File: config.mk
export PLATFORM = sky130hd
export DESIGN_NAME = serial_adder_ctrl
export DESIGN_NICKNAME = d
export VERILOG_FILES = /design/src/rtl/serial_adder_ctrl.sv
export SDC_FILE = /design/constraint.sdc
export NUM_CORES = 1
export LEC_CHECK = 0
export ABC_AREA = 1
export CAP_MARGIN = 40
export CORE_ASPECT_RATIO = 1.25
export CORE_MARGIN = 4
export CORE_UTILIZATION = 48
export CTS_CLUSTER_SIZE = 10
export DETAILED_ROUTE_END_ITERATION = 10
export DONT_BUFFER_PORTS = 1
export PLACE_DENSITY = 0.65
export SYNTH_ARGS = -nofsm -noshare
export SYNTH_HDL_FRONTEND = slang
export SYNTH_SLANG_ARGS = --single-unit
File: constraint.sdc
create_clock -name clk -period 1.97 [get_ports clk]
set_clock_uncertainty 0.1 [all_clocks]
set_input_delay 0.197 -clock clk [delete_from_list [all_inputs] [get_ports clk]]
set_output_delay 0.197 -clock clk [all_outputs]
set_load 0.05 [all_outputs]
File: src/rtl/serial_adder_ctrl.sv
// Bit-serial WIDTH-bit adder: sequences one adder1 cell LSB-first, one bit per clock.
// Optional signed-overflow output is enabled by defining SERIAL_ADD_OVF_EN.

module adder1 (
  input  logic a,
  input  logic b,
  input  logic ci,
  output logic sum,
  output logic co
);

  assign sum = a ^ b ^ ci;
  assign co  = (a & b) | (ci & (a ^ b));

endmodule

module serial_adder_ctrl #(
  parameter int WIDTH = 8
) (
  input  logic             clk,
  input  logic             rst_n,
  input  logic             start,
  input  logic [WIDTH-1:0] a,
  input  logic [WIDTH-1:0] b,
  input  logic             cin,
  output logic             busy,
  output logic             done,
  output logic [WIDTH-1:0] sum,
  output logic             cout
`ifdef SERIAL_ADD_OVF_EN
  ,
  output logic             ovf
`endif
);

  localparam int CW = $clog2(WIDTH);

  typedef enum logic {
    IDLE = 1'b0,
    RUN  = 1'b1
  } state_t;

  state_t state, state_nxt;

  logic [WIDTH-1:0] a_sh;
  logic [WIDTH-1:0] b_sh;
  // Holds the WIDTH-1 sum bits already produced; the final bit comes straight from the cell.
  logic [WIDTH-2:0] sum_sh;
  logic [WIDTH-1:0] sum_next;
  logic             carry;
  logic [CW-1:0]    cnt;
  logic             cell_sum;
  logic             cell_co;
  logic             last;
  logic             accept;

  adder1 u_adder1 (
    .a   (a_sh[0]),
    .b   (b_sh[0]),
    .ci  (carry),
    .sum (cell_sum),
    .co  (cell_co)
  );

  assign accept   = (state == IDLE) && start;
  assign last     = (cnt == CW'(WIDTH - 1));
  assign sum_next = {cell_sum, sum_sh};
  assign busy     = (state == RUN);

  // NOTE: state registers use non-blocking (<=) so every flop samples pre-edge values.
  always_ff @(posedge clk or negedge rst_n) begin
    if (!rst_n) begin
      state <= IDLE;
    end else begin
      state <= state_nxt;
    end
  end

  // NOTE: default assignment first keeps this purely combinational (no latch).
  always_comb begin
    state_nxt = state;
    unique case (state)
      IDLE: if (start) state_nxt = RUN;
      RUN:  if (last)  state_nxt = IDLE;
      default: state_nxt = IDLE;
    endcase
  end

  // NOTE: the operand/partial-sum shift registers are plain flops, not a memory, so they reset too.
  always_ff @(posedge clk or negedge rst_n) begin
    if (!rst_n) begin
      a_sh   <= '0;
      b_sh   <= '0;
      sum_sh <= '0;
      carry  <= 1'b0;
      cnt    <= '0;
      sum    <= '0;
      cout   <= 1'b0;
      done   <= 1'b0;
`ifdef SERIAL_ADD_OVF_EN
      ovf    <= 1'b0;
`endif
    end else begin
      done <= 1'b0;
      if (accept) begin
        a_sh  <= a;
        b_sh  <= b;
        carry <= cin;
        cnt   <= '0;
      end else if (state == RUN) begin
        a_sh   <= a_sh >> 1;
        b_sh   <= b_sh >> 1;
        carry  <= cell_co;
        sum_sh <= sum_next[WIDTH-1:1];
        cnt    <= cnt + CW'(1);
        if (last) begin
          sum  <= sum_next;
          cout <= cell_co;
          done <= 1'b1;
          cnt  <= '0;
`ifdef SERIAL_ADD_OVF_EN
          // carry still holds the carry into the MSB; cell_co is the carry out of it.
          ovf  <= carry ^ cell_co;
`endif
        end
      end
    end
  end

endmodule
# After elaboration in Yosys (flattened, before gate mapping)
# Cells that the tools add are included.
word_totals:
  wordCells: 37
  register_bits: 38
  output_inout_bits: 11
  inputBits: 20
op_classes:
  n_eq_ne: 1
  addsub: 1
  muxes: 15
  n_reduce_logical: 4
  bitwise_logic: 7
op_table:
  columns: ["cell", "n"]
  rows:
  - ["8-bit 2-to-1 mux", 4]
  - ["3-bit 2-to-1 mux", 3]
  - ["1-bit 2-to-1 mux", 7]
  - ["3-bit by 1-bit adder with 3-bit output, second input constant", 1]
  - ["3-bit == test, second input constant", 1]
  - ["3-bit AND reduction", 1]
  - ["1-bit bitwise AND", 2]
  - ["1-bit NOT", 2]
  - ["1-bit case mux with 2 select lines", 1]
  - ["2-bit AND reduction", 1]
  - ["2-bit nonzero test", 1]
  - ["1-bit bitwise XOR", 2]
  - ["1-bit logical AND", 1]
  - ["1-bit OR", 1]

# Logic depth before layout (Yosys ltp)
# Gate-level depths: netlist (run 1).
depth:
  depth_word: 5
  depth_mapped: 6
  ltp_nobuf: 6

# Cells and area by module
# Synthesis (run 1) repeated with hierarchy kept, for this count alone.
hier_totals:
  hier_cells: 173
  hier_area_um2: 1644.1
by_module_without_submodules:
  columns: ["mod", "cells_per_inst", "area_each_um2", "seq_area_each_um2", "instances"]
  rows:
  - ["serial_adder_ctrl", 172, 1624.1, 950.9, 1]
  - ["adder1", 1, 20.0, 0.0, 1]

# Least setup slack after synthesis (run 1)
# Ideal clock, no wire load.
synth_timing:
  kind: "reg-to-reg"
  start: "register state, in the netlist busy"
  end: "register a_sh[4]"
  arrival_time_ps: 1155
  path_buffers: 2
  required_time_ps: 1746
  synth_period_minus_slack_ps: 1379
  path_slack_ps: 591
  setup_ps: 124
  path_stages_with_launch: 6
  path_cell_list: "dfrtp_1 -> buf_6 -> inv_4 -> buf_4 -> nand3_1 -> nand3_1"
synth_between:
  elab_chain_len: 3
  elab_cells_between_ends: 4
  classes_between: "mux (1); bitwise (1); reduce/logical (2)"
synth_lines:
  columns: ["item", "line_no", "source"]
  rows:
  - ["start, declared", "43", "state_t state, state_nxt;"]
  - ["start signal, assigned", "75", "state <= state_nxt;"]
  - ["1-bit NOT", null, null]
  - ["1-bit logical AND", "65", "assign accept = (state == IDLE) && start;"]
  - ["8-bit 2-to-1 mux or 2-bit nonzero test (tied branches)", null, null]
  - ["end signal, assigned", "111", "a_sh <= a_sh >> 1;"]
  - ["end, declared", "45", "logic [WIDTH-1:0] a_sh;"]
# Parallel ways exist; a longest one is shown, timed or not.
# A chain may end at the register's enable or synchronous reset.

# Worst setup path in the final report (run 1)
layout_timing:
  start: "input start"
  end: "register b_sh[5]"
layout_between:
  elab_chain_len: 2
  elab_cells_between_ends: 3
  classes_between: "mux (1); reduce/logical (2)"
layout_lines:
  columns: ["item", "line_no", "source"]
  rows:
  - ["start, declared", "22", "input logic start,"]
  - ["1-bit logical AND *", "65", null]
  - ["8-bit 2-to-1 mux or 2-bit nonzero test (tied branches)", null, null]
  - ["end signal, assigned", "112", "b_sh <= b_sh >> 1;"]
  - ["end, declared", "46", "logic [WIDTH-1:0] b_sh;"]
# Every way passes the cells marked *; elsewhere a longest branch is shown, timed or not.

==> flow_summary_export.csv, run 1 <==
group,metric,value,unit
logic_synthesis,synth_most_common_cell,"nand2_1",
timing,hold_viol_final,0,
die,rows,23,
cells_and_area,ff_latch_area,952,µm²
route,num_vias,1238,
logic_synthesis,yosys.area_share.simple,26.5,%
global_route,grtUsageTotal,17.4,%
timing,rsz0062_at_grt,"false",
logic_synthesis,synth_fp_nets,196,
clock_network,cts_tree,"done",
timing,setup_violations,0,
route,ant_nets,0,
worst_setup_path,path_class,"in -> reg",
placed_design,port_buffers,0,
flow_run,drv_cap,0,
clock_network,htree_levels,2,
clock_network,cts_buffer_depth,2,
route,routedWlPerCell,13.7,µm
worst_setup_path,path_max_fanout,13,
cells_and_area,fillCellCount,291,
clock_network,numCtsBuffers,5,
logic_synthesis,yosysTopAreaCell,"dfrtp_1",
placed_design,dp_cells,203,
timing,slew_headroom,67.4,%
logic_synthesis,synth_area_leaders,"dfrtp_1 (59%), nand2_1 (14%), nand3_1 (9.9%), buf_6 (2.8%), o21ai_0 (2.2%)",
logic_synthesis,synth_top_flop_cell,"dfrtp_1",
route,drcViolationCount,0,
cells_and_area,area_growth,20.8,%
worst_setup_path,crit_required,2.10,ns
die,die_x,59.8,µm
die,start_util,50.0,%
cells_and_area,stdcell_count,235,
cells_and_area,antennaDiodeCount,0,
timing,fin_crit,1.72,ns
logic_synthesis,synth_top_family_by_area,"simple AND/OR/NAND/NOR gates",
global_route,grt-ovfl-total,0,
global_route,grt_first_pass_wirelength,5670,µm
logic_synthesis,synthAdderAreaFrac,2.79,%
power_and_ir_drop,ir_drop,0.00109,V
global_route,antenna_found_initial,0,
clock_network,clkSinkCount,38,
die,coreArea,3220,µm²
cells_and_area,multi_input_area,542,µm²
timing,worst_slew_pin_slew,0.488,ns
clock_network,clk_pin_slew_worst_paths,0.07,ns
cells_and_area,fin_nets,220,
placed_design,gp_congestion,0.745,
route,drt_wl_total,3230,µm
route,dr.first_iter.drc_count,37,
logic_synthesis,synth_edf_count,0,
clock_network,cts_root_buf,"clkbuf_8",
worst_setup_path,arrival,1.85,ns
logic_synthesis,synth_xor_area_share,0,%
die,die-area,4360,µm²
timing,finalSetupTns,0,ns
power_and_ir_drop,cellPowerDensity,1540,nW/µm²
outcome,status,"completed",
logic_synthesis,ys_ff_latch,38,
logic_synthesis,seq_area_frac_synth,59.0,%
route,dr.pass1.iters,4,
clock_network,worstSkewPairLatency,0.29,ns
die,fp.dieH,72.8,µm
placed_design,hpwlAfterDp,2010,µm
logic_synthesis,ys_warn_count,0,
worst_setup_path,cp-end-kind,"flop",
global_route,grt_pass1_vias,1273,
logic_synthesis,netlist_instances,173,
logic_synthesis,synth.distinct_cells,16,
die,ios,31,
cells_and_area,drive_above_1_share,8.08,%
logic_synthesis,synthTopCellsByCount,"nand2_1 (62), dfrtp_1 (38), nand3_1 (32)",
logic_synthesis,synth_compound_area_share,4.34,%
route,viasPerCell,5.27,
clock_network,post_cts_buffers,0,
worst_hold_path,hold_class,"in -> reg",
timing,fmax,581,MHz
logic_synthesis,syn_area,1610,µm²
power_and_ir_drop,leakage,0.000945,µW
timing,fin_crit_sh,87.4,%
logic_synthesis,synth_top_area_share,59.0,%
worst_setup_path,start_kind,"input port",
logic_synthesis,yosys-mux-area-fraction,0,%
logic_synthesis,async_flop_share,100,%
timing,slew_viol_final,0,
logic_synthesis,syn_avg_cell_area,9.32,µm²
global_route,grt_max_degree,39,
stage by stage:
stage	total power (µW)	worst slack (ns)	area [µm²]	util [%]	hold WS, ns
5_1_grt	3250	0.127	1950	60.4	0.0307
6_report	2990	0.248	1950	60.4	0.0286
3_5_place_dp	2390	0.477	1600	49.7	-0.198
4_1_cts	3010	0.0846	1950	60.4	0.0254
2_1_floorplan	2250	0.591	1610	-	-0.199
3_3_place_gp	2340	0.493	1600	49.7	-0.198
area by class of cell:
class                           count  share of cell area (%)
Sequential cell                    38                    48.9
Tap cell                           37                    2.38
Timing Repair Buffer               27                    14.0
Clock buffer                        6                    4.24
Inverter                           10                    2.06
Clock inverter                      2                   0.642
Multi-Input combinational cell    115                    27.8
timing repair:
item | CTS | global route
hold buffers | 24 | 0
setup endpoints to repair | 0 | 5
resized for setup | 0 | 1
endpoints found under the hold margin | 55 | 0
critical path: stages:
cell	delay [ns]
dlygate4sd3_1	0.84
nand3_1	0.13
dlygate4sd3_1	0.59
nand3_1	0.09
logic make-up after synthesis:
logic type	count (synthesis)
buf+inv	20
simple gates	98
compound gates	14
flops	38
fa+ha+maj	3
cell usage in the layout (no fill, tap or decap), drive strengths merged, types with 2 or more instances in the layout:
| cell type | synthesis | final |
|---|---|---|
| buf | 10 | 4 |
| clkbuf | 0 | 6 |
| dfrtp | 38 | 38 |
| dlygate4sd3 | 0 | 23 |
| ha | 2 | 2 |
| inv | 10 | 10 |
| nand2 | 63 | 63 |
| nand3 | 32 | 32 |
| nor2 | 2 | 2 |
| o21ai | 14 | 14 |
registers in the layout, summed over array words and instances (netlist names):
register and flops:
carry 1, b_sh 8, sum_sh 7, a_sh 8, busy 1, done 1
cnt 3, sum 8, cout 1
where the power goes:
group	total [µW]	switching, µW	internal [µW]	leakage, µW
Clock	555	274	281	0.0000472
Sequential	1600	510	1090	0.000494
Combinational	839	499	339	0.000405
final timing paths:
check | depth (start not counted) | slack, ns | start | endpoint
max in group asynchronous | 2 | 1.31 | rst_n | busy
min in group asynchronous | 2 | 0.28 | rst_n | carry
setup / recovery | 4 | 0.25 | start | b_sh[5]
hold / removal | 2 | 0.03 | start | busy
hold reg to reg | 2 | 0.38 | a_sh[7] | a_sh[7]
setup reg to reg | 4 | 0.26 | busy | b_sh[5]
routing by layer:
metal | vias up | track usage [%] | part of all wire [%] | wire length (µm)
met5 | - | 0 | 0 | 0
met4 | 0 | 4.68 | 1.1 | 36
met3 | 5 | 5.66 | 5.7 | 184
met2 | 39 | 30.9 | 54 | 1750
met1 | 596 | 19.7 | 39 | 1260
li1 | 598 | - | - | -
Note: power is estimated with default switching activity, not from simulation.
==> run 2, diff against run 1 <==
CTS_BUF_LIST = sky130_fd_sc_hd__clkbuf_16   (was default)
SKIP_LAST_GASP = 1   (was default)
==> flow_summary_export.csv, run 2 (synthesis gave the netlist of run 1 again) <==
group,metric,value,unit
outcome,status,"completed",
route,num_vias,1230,
worst_setup_path,path_max_fanout,17,
timing,worst_slew_pin_slew,0.490,ns
route,dr.pass1.iters,6,
die,die_x,59.8,µm
clock_network,htree_levels,2,
cells_and_area,most-common-layout-cells,"nand2_1 (62), dfrtp_1 (37), nand3_1 (32)",
cells_and_area,drive_above_1_share,7.58,%
die,coreArea,3220,µm²
cells_and_area,fin_nets,220,
placed_design,hpwlAfterDp,2010,µm
clock_network,clk_pin_slew_worst_paths,0.06,ns
worst_setup_path,rr_startpoint,"busy",
timing,fin_crit_sh,85.4,%
timing,finalSetupTns,0,ns
worst_setup_path,worstRegToRegCells,4,
worst_setup_path,start_kind,"flop",
die,die-area,4360,µm²
die,fp.dieH,72.8,µm
global_route,grt_max_degree,39,
power_and_ir_drop,leakage,0.000965,µW
route,ant_nets,0,
route,drcViolationCount,0,
route,dr.first_iter.drc_count,43,
global_route,antenna_found_initial,0,
worst_setup_path,crit_required,2.04,ns
cells_and_area,final_common_cell,"nand2_1",
worst_setup_path,r2r_slack,0.29,ns
die,start_util,50.0,%
placed_design,gp_congestion,0.745,
worst_hold_path,hold_class,"in -> reg",
power_and_ir_drop,cellPowerDensity,1610,nW/µm²
route,viasPerCell,5.23,
global_route,grtUsageTotal,18.4,%
die,ios,31,
timing,hold_viol_final,0,
worst_setup_path,arrival,1.75,ns
cells_and_area,area_growth,23.7,%
cells_and_area,reg_top3,"a_sh (8), b_sh (8), sum (8)",
power_and_ir_drop,ir_drop,0.000972,V
timing,slew_viol_final,0,
cells_and_area,fillCellCount,280,
clock_network,clkSinkCount,38,
flow_run,drv_cap,0,
worst_setup_path,path_class,"reg -> reg",
cells_and_area,antennaDiodeCount,0,
timing,slew_headroom,67.3,%
timing,rsz0062_at_grt,"false",
worst_setup_path,cp-end-kind,"flop",
placed_design,placed_area,1600,µm²
worst_hold_path,hold_start,"start",
timing,setup_violations,0,
route,routedWlPerCell,14.1,µm
route,drt_wl_total,3310,µm
global_route,grt-ovfl-total,0,
clock_network,cts_root_buf,"clkbuf_16",
worst_hold_path,holdPathStages,2,
clock_network,numCtsBuffers,5,
timing,fin_crit,1.68,ns
timing,fmax,595,MHz
clock_network,cts_buffer_depth,2,
cells_and_area,final_area,1990,µm²
clock_network,post_cts_buffers,0,
worst_setup_path,critical_path.startpoint,"busy",
global_route,grt_first_pass_wirelength,5830,µm
global_route,grt_pass1_vias,1276,
clock_network,cts_tree,"done",
placed_design,port_buffers,0,
die,rows,23,
clock_network,worstSkewPairLatency,0.28,ns
## run 2: cell types whose count changed in the layout (fill, tap and decap cells not counted), sizes merged
| cell | before | now |
|---|---|---|
| clkinv | 1 | 2 |
| clkbuf | 6 | 5 |
## run 2: critical path, cell delays in order (launching register included)
cell           delay, ns
dfrtp_2             0.58
inv_4               0.16
nand3_1             0.10
dlygate4sd3_1       0.56
nand3_1             0.07
## run 2: timing repair
action                     CTS  global route
hold endpoints to repair    55             0
hold buffers                24             0
setup endpoints to repair    0             5
gates resized for setup      0             1
## run 2: cell type report
cell class                 count  area [µm²]  share of cell area (%)
sequential                    38         952                    47.7
multi-input combinational    115         542                    27.2
timing repair buffer          27         273                    13.7
clock buffer                   5         125                    6.27
tap                           37        46.3                    2.32
inverter                      10        40.0                    2.01
clock inverter                 3        16.3                   0.816
## run 2: where the power goes
part | leakage (µW) | internal (µW) | switching (µW)
registers | 0.000494 | 1090 | 511
clock network | 0.0000672 | 461 | 305
logic | 0.000405 | 339 | 496
## run 2: final timing paths
check / to
max: b_sh[3]
min: a_sh[0]
max reg2reg: b_sh[3]
min reg2reg: a_sh[7]
max in group asynchronous: busy
min in group asynchronous: sum[0]
## run 2: routing by layer
layer | global-route usage (%) | share of wire, % | up-vias
met5 | 0 | 0 | -
met4 | 9.36 | 2.2 | 0
met3 | 6.73 | 5.3 | 7
met2 | 29.9 | 53 | 34
met1 | 20.7 | 40 | 589
li1 | - | - | 600
## run 2: metrics by stage
step	instances	util (%)	power, µW	hold slack (ns)	setup slack [ns]
3_5_place_dp	203	49.7	2390	-0.198	0.477
5_1_grt	235	61.9	3470	0.00648	0.195
3_3_place_gp	203	49.7	2340	-0.198	0.493
4_1_cts	235	61.8	3230	0.00342	0.0890
2_1_floorplan	173	-	2250	-0.199	0.591
6_report	235	61.9	3200	0.00517	0.288
==> run 3, diff against run 2 <==
CORE_UTILIZATION = 34   (was 48)
PLACE_DENSITY = 0.5   (was 0.65)
==> flow_summary_export.csv, run 3 (synthesis gave the netlist of run 1 again) <==
group,metric,value,unit
clock_network,clkSinkCount,38,
power_and_ir_drop,ir_drop,0.000506,V
die,fp.dieH,85.0,µm
timing,worst_slew_pin_slew,0.500,ns
worst_setup_path,crit_required,2.08,ns
flow_run,drv_cap,0,
timing,hold_viol_final,0,
die,start_util,35.9,%
power_and_ir_drop,finalPower,3170,µW
clock_network,cts_resized,0,
power_and_ir_drop,switchingPower,1290,µW
cells_and_area,drive_above_1_share,6.67,%
global_route,antenna_found_initial,0,
global_route,grt_pass1_vias,1381,
timing,setup_violations,0,
route,dr.pass1.iters,4,
cells_and_area,antennaDiodeCount,0,
power_and_ir_drop,seq_power_share,49.1,%
worst_setup_path,path_class,"reg -> reg",
worst_setup_path,start_kind,"flop",
timing,fin_crit_sh,86.0,%
cells_and_area,area_growth,23.1,%
clock_network,htree_levels,2,
route,num_vias,1230,
power_and_ir_drop,clock_power_share,23.4,%
power_and_ir_drop,comb_power_share,27.6,%
worst_setup_path,path_max_fanout,17,
power_and_ir_drop,leakage,0.000961,µW
route,dr.first_iter.drc_count,54,
die,ios,31,
die,coreArea,4490,µm²
placed_design,hpwlAfterDp,2170,µm
global_route,grt_max_degree,39,
timing,slew_headroom,66.6,%
worst_setup_path,r2r_slack,0.28,ns
outcome,status,"completed",
timing,fin_crit,1.69,ns
power_and_ir_drop,cellPowerDensity,1600,nW/µm²
clock_network,cts_tree,"done",
worst_setup_path,cp-end-kind,"flop",
timing,rsz0062_at_grt,"false",
global_route,grtUsageTotal,12.9,%
placed_design,port_buffers,0,
route,ant_nets,0,
global_route,grt_first_pass_wirelength,6060,µm
timing,fmax,590,MHz
clock_network,worstSkewPairLatency,0.27,ns
route,viasPerCell,4.86,
power_and_ir_drop,switching_share,40.7,%
clock_network,numCtsBuffers,5,
power_and_ir_drop,intPower,1880,µW
route,drcViolationCount,0,
clock_network,cts_root_buf,"clkbuf_16",
cells_and_area,fin_nets,217,
cells_and_area,reg_top3,"a_sh (8), b_sh (8), sum (8)",
cells_and_area,final_common_cell,"nand2_1",
placed_design,gp_congestion,0.727,
worst_hold_path,hold_class,"in -> reg",
timing,slew_viol_final,0,
timing,finalSetupTns,0,ns
global_route,grt-ovfl-total,0,
clock_network,clk_pin_slew_worst_paths,0.05,ns
die,die_x,69.6,µm
clock_network,cts_buffer_depth,2,
cells_and_area,most-common-layout-cells,"nand2_1 (62), dfrtp_1 (38), nand3_1 (32)",
route,routedWlPerCell,13.1,µm
die,die-area,5920,µm²
worst_setup_path,arrival,1.81,ns
route,drt_wl_total,3300,µm
die,rows,27,
-- run 3: cell count changes in the layout (fill, tap and decap cells not counted) --
cell,previous run,this run
dlygate4sd3_1,23,20
inv_1,9,10
dfrtp_1,37,38
clkinvlp_4,1,0
dfrtp_2,1,0
-- run 3: metrics by stage --
step	cells	hold slack [ns]	setup WS, ns	area, µm²	utilization [%]
2_1_floorplan	173	-0.199	0.591	1610	-
3_3_place_gp	224	-0.198	0.603	1630	36.2
3_5_place_dp	224	-0.198	0.566	1630	36.2
4_1_cts	253	0.000641	0.274	1990	44.2
5_1_grt	253	0.00911	0.154	1990	44.2
6_report	253	0.00180	0.276	1990	44.2
-- run 3: area by class of cell --
type                    count  area (µm²)
clock buffers               5         125
clock inverters             3        12.5
fillers                   454        2510
inverters                  10        40.0
multi-input cells         115         542
flip-flops and latches     38         951
well taps                  58        72.6
repair buffers             24         243
-- run 3: worst max-delay path, cell delays in order, from the launching register on --
cell and delay [ns]:
dfrtp_1 0.43, buf_4 0.21, inv_4 0.15, nand3_1 0.09
dlygate4sd3_1 0.58, nand3_1 0.08
-- run 3: power groups by stage --
stage | Clock (µW) | Sequential (µW) | Combinational [µW]
6_report | 740 | 1550 | 873
4_1_cts | 772 | 1560 | 898
2_1_floorplan | 0 | 1550 | 696
5_1_grt | 808 | 1600 | 1030
3_5_place_dp | 0 | 1580 | 829
3_3_place_gp | 0 | 1570 | 797
-- run 3: repair_timing --
item | CTS | global route
hold endpoints to repair | 52 | 0
hold buffers | 21 | 0
setup buffers | 0 | 0
-- run 3: final timing paths --
check / start / to / cells past startpoint
max: busy / b_sh[1] / 5
min: a[0] / a_sh[0] / 2
max reg2reg: busy / b_sh[1] / 5
min reg2reg: cnt[1] / cnt[1] / 2
max in group asynchronous: rst_n / sum_sh[4] / 2
min in group asynchronous: rst_n / sum_sh[0] / 2
-- run 3: layer usage --
metal | vias up | wire length (µm) | track usage, %
li1 | 599 | - | -
met3 | 8 | 235 | 5.45
met2 | 36 | 1710 | 22.6
met5 | - | 0 | 0
met1 | 587 | 1270 | 12.7
met4 | 0 | 87 | 7.28
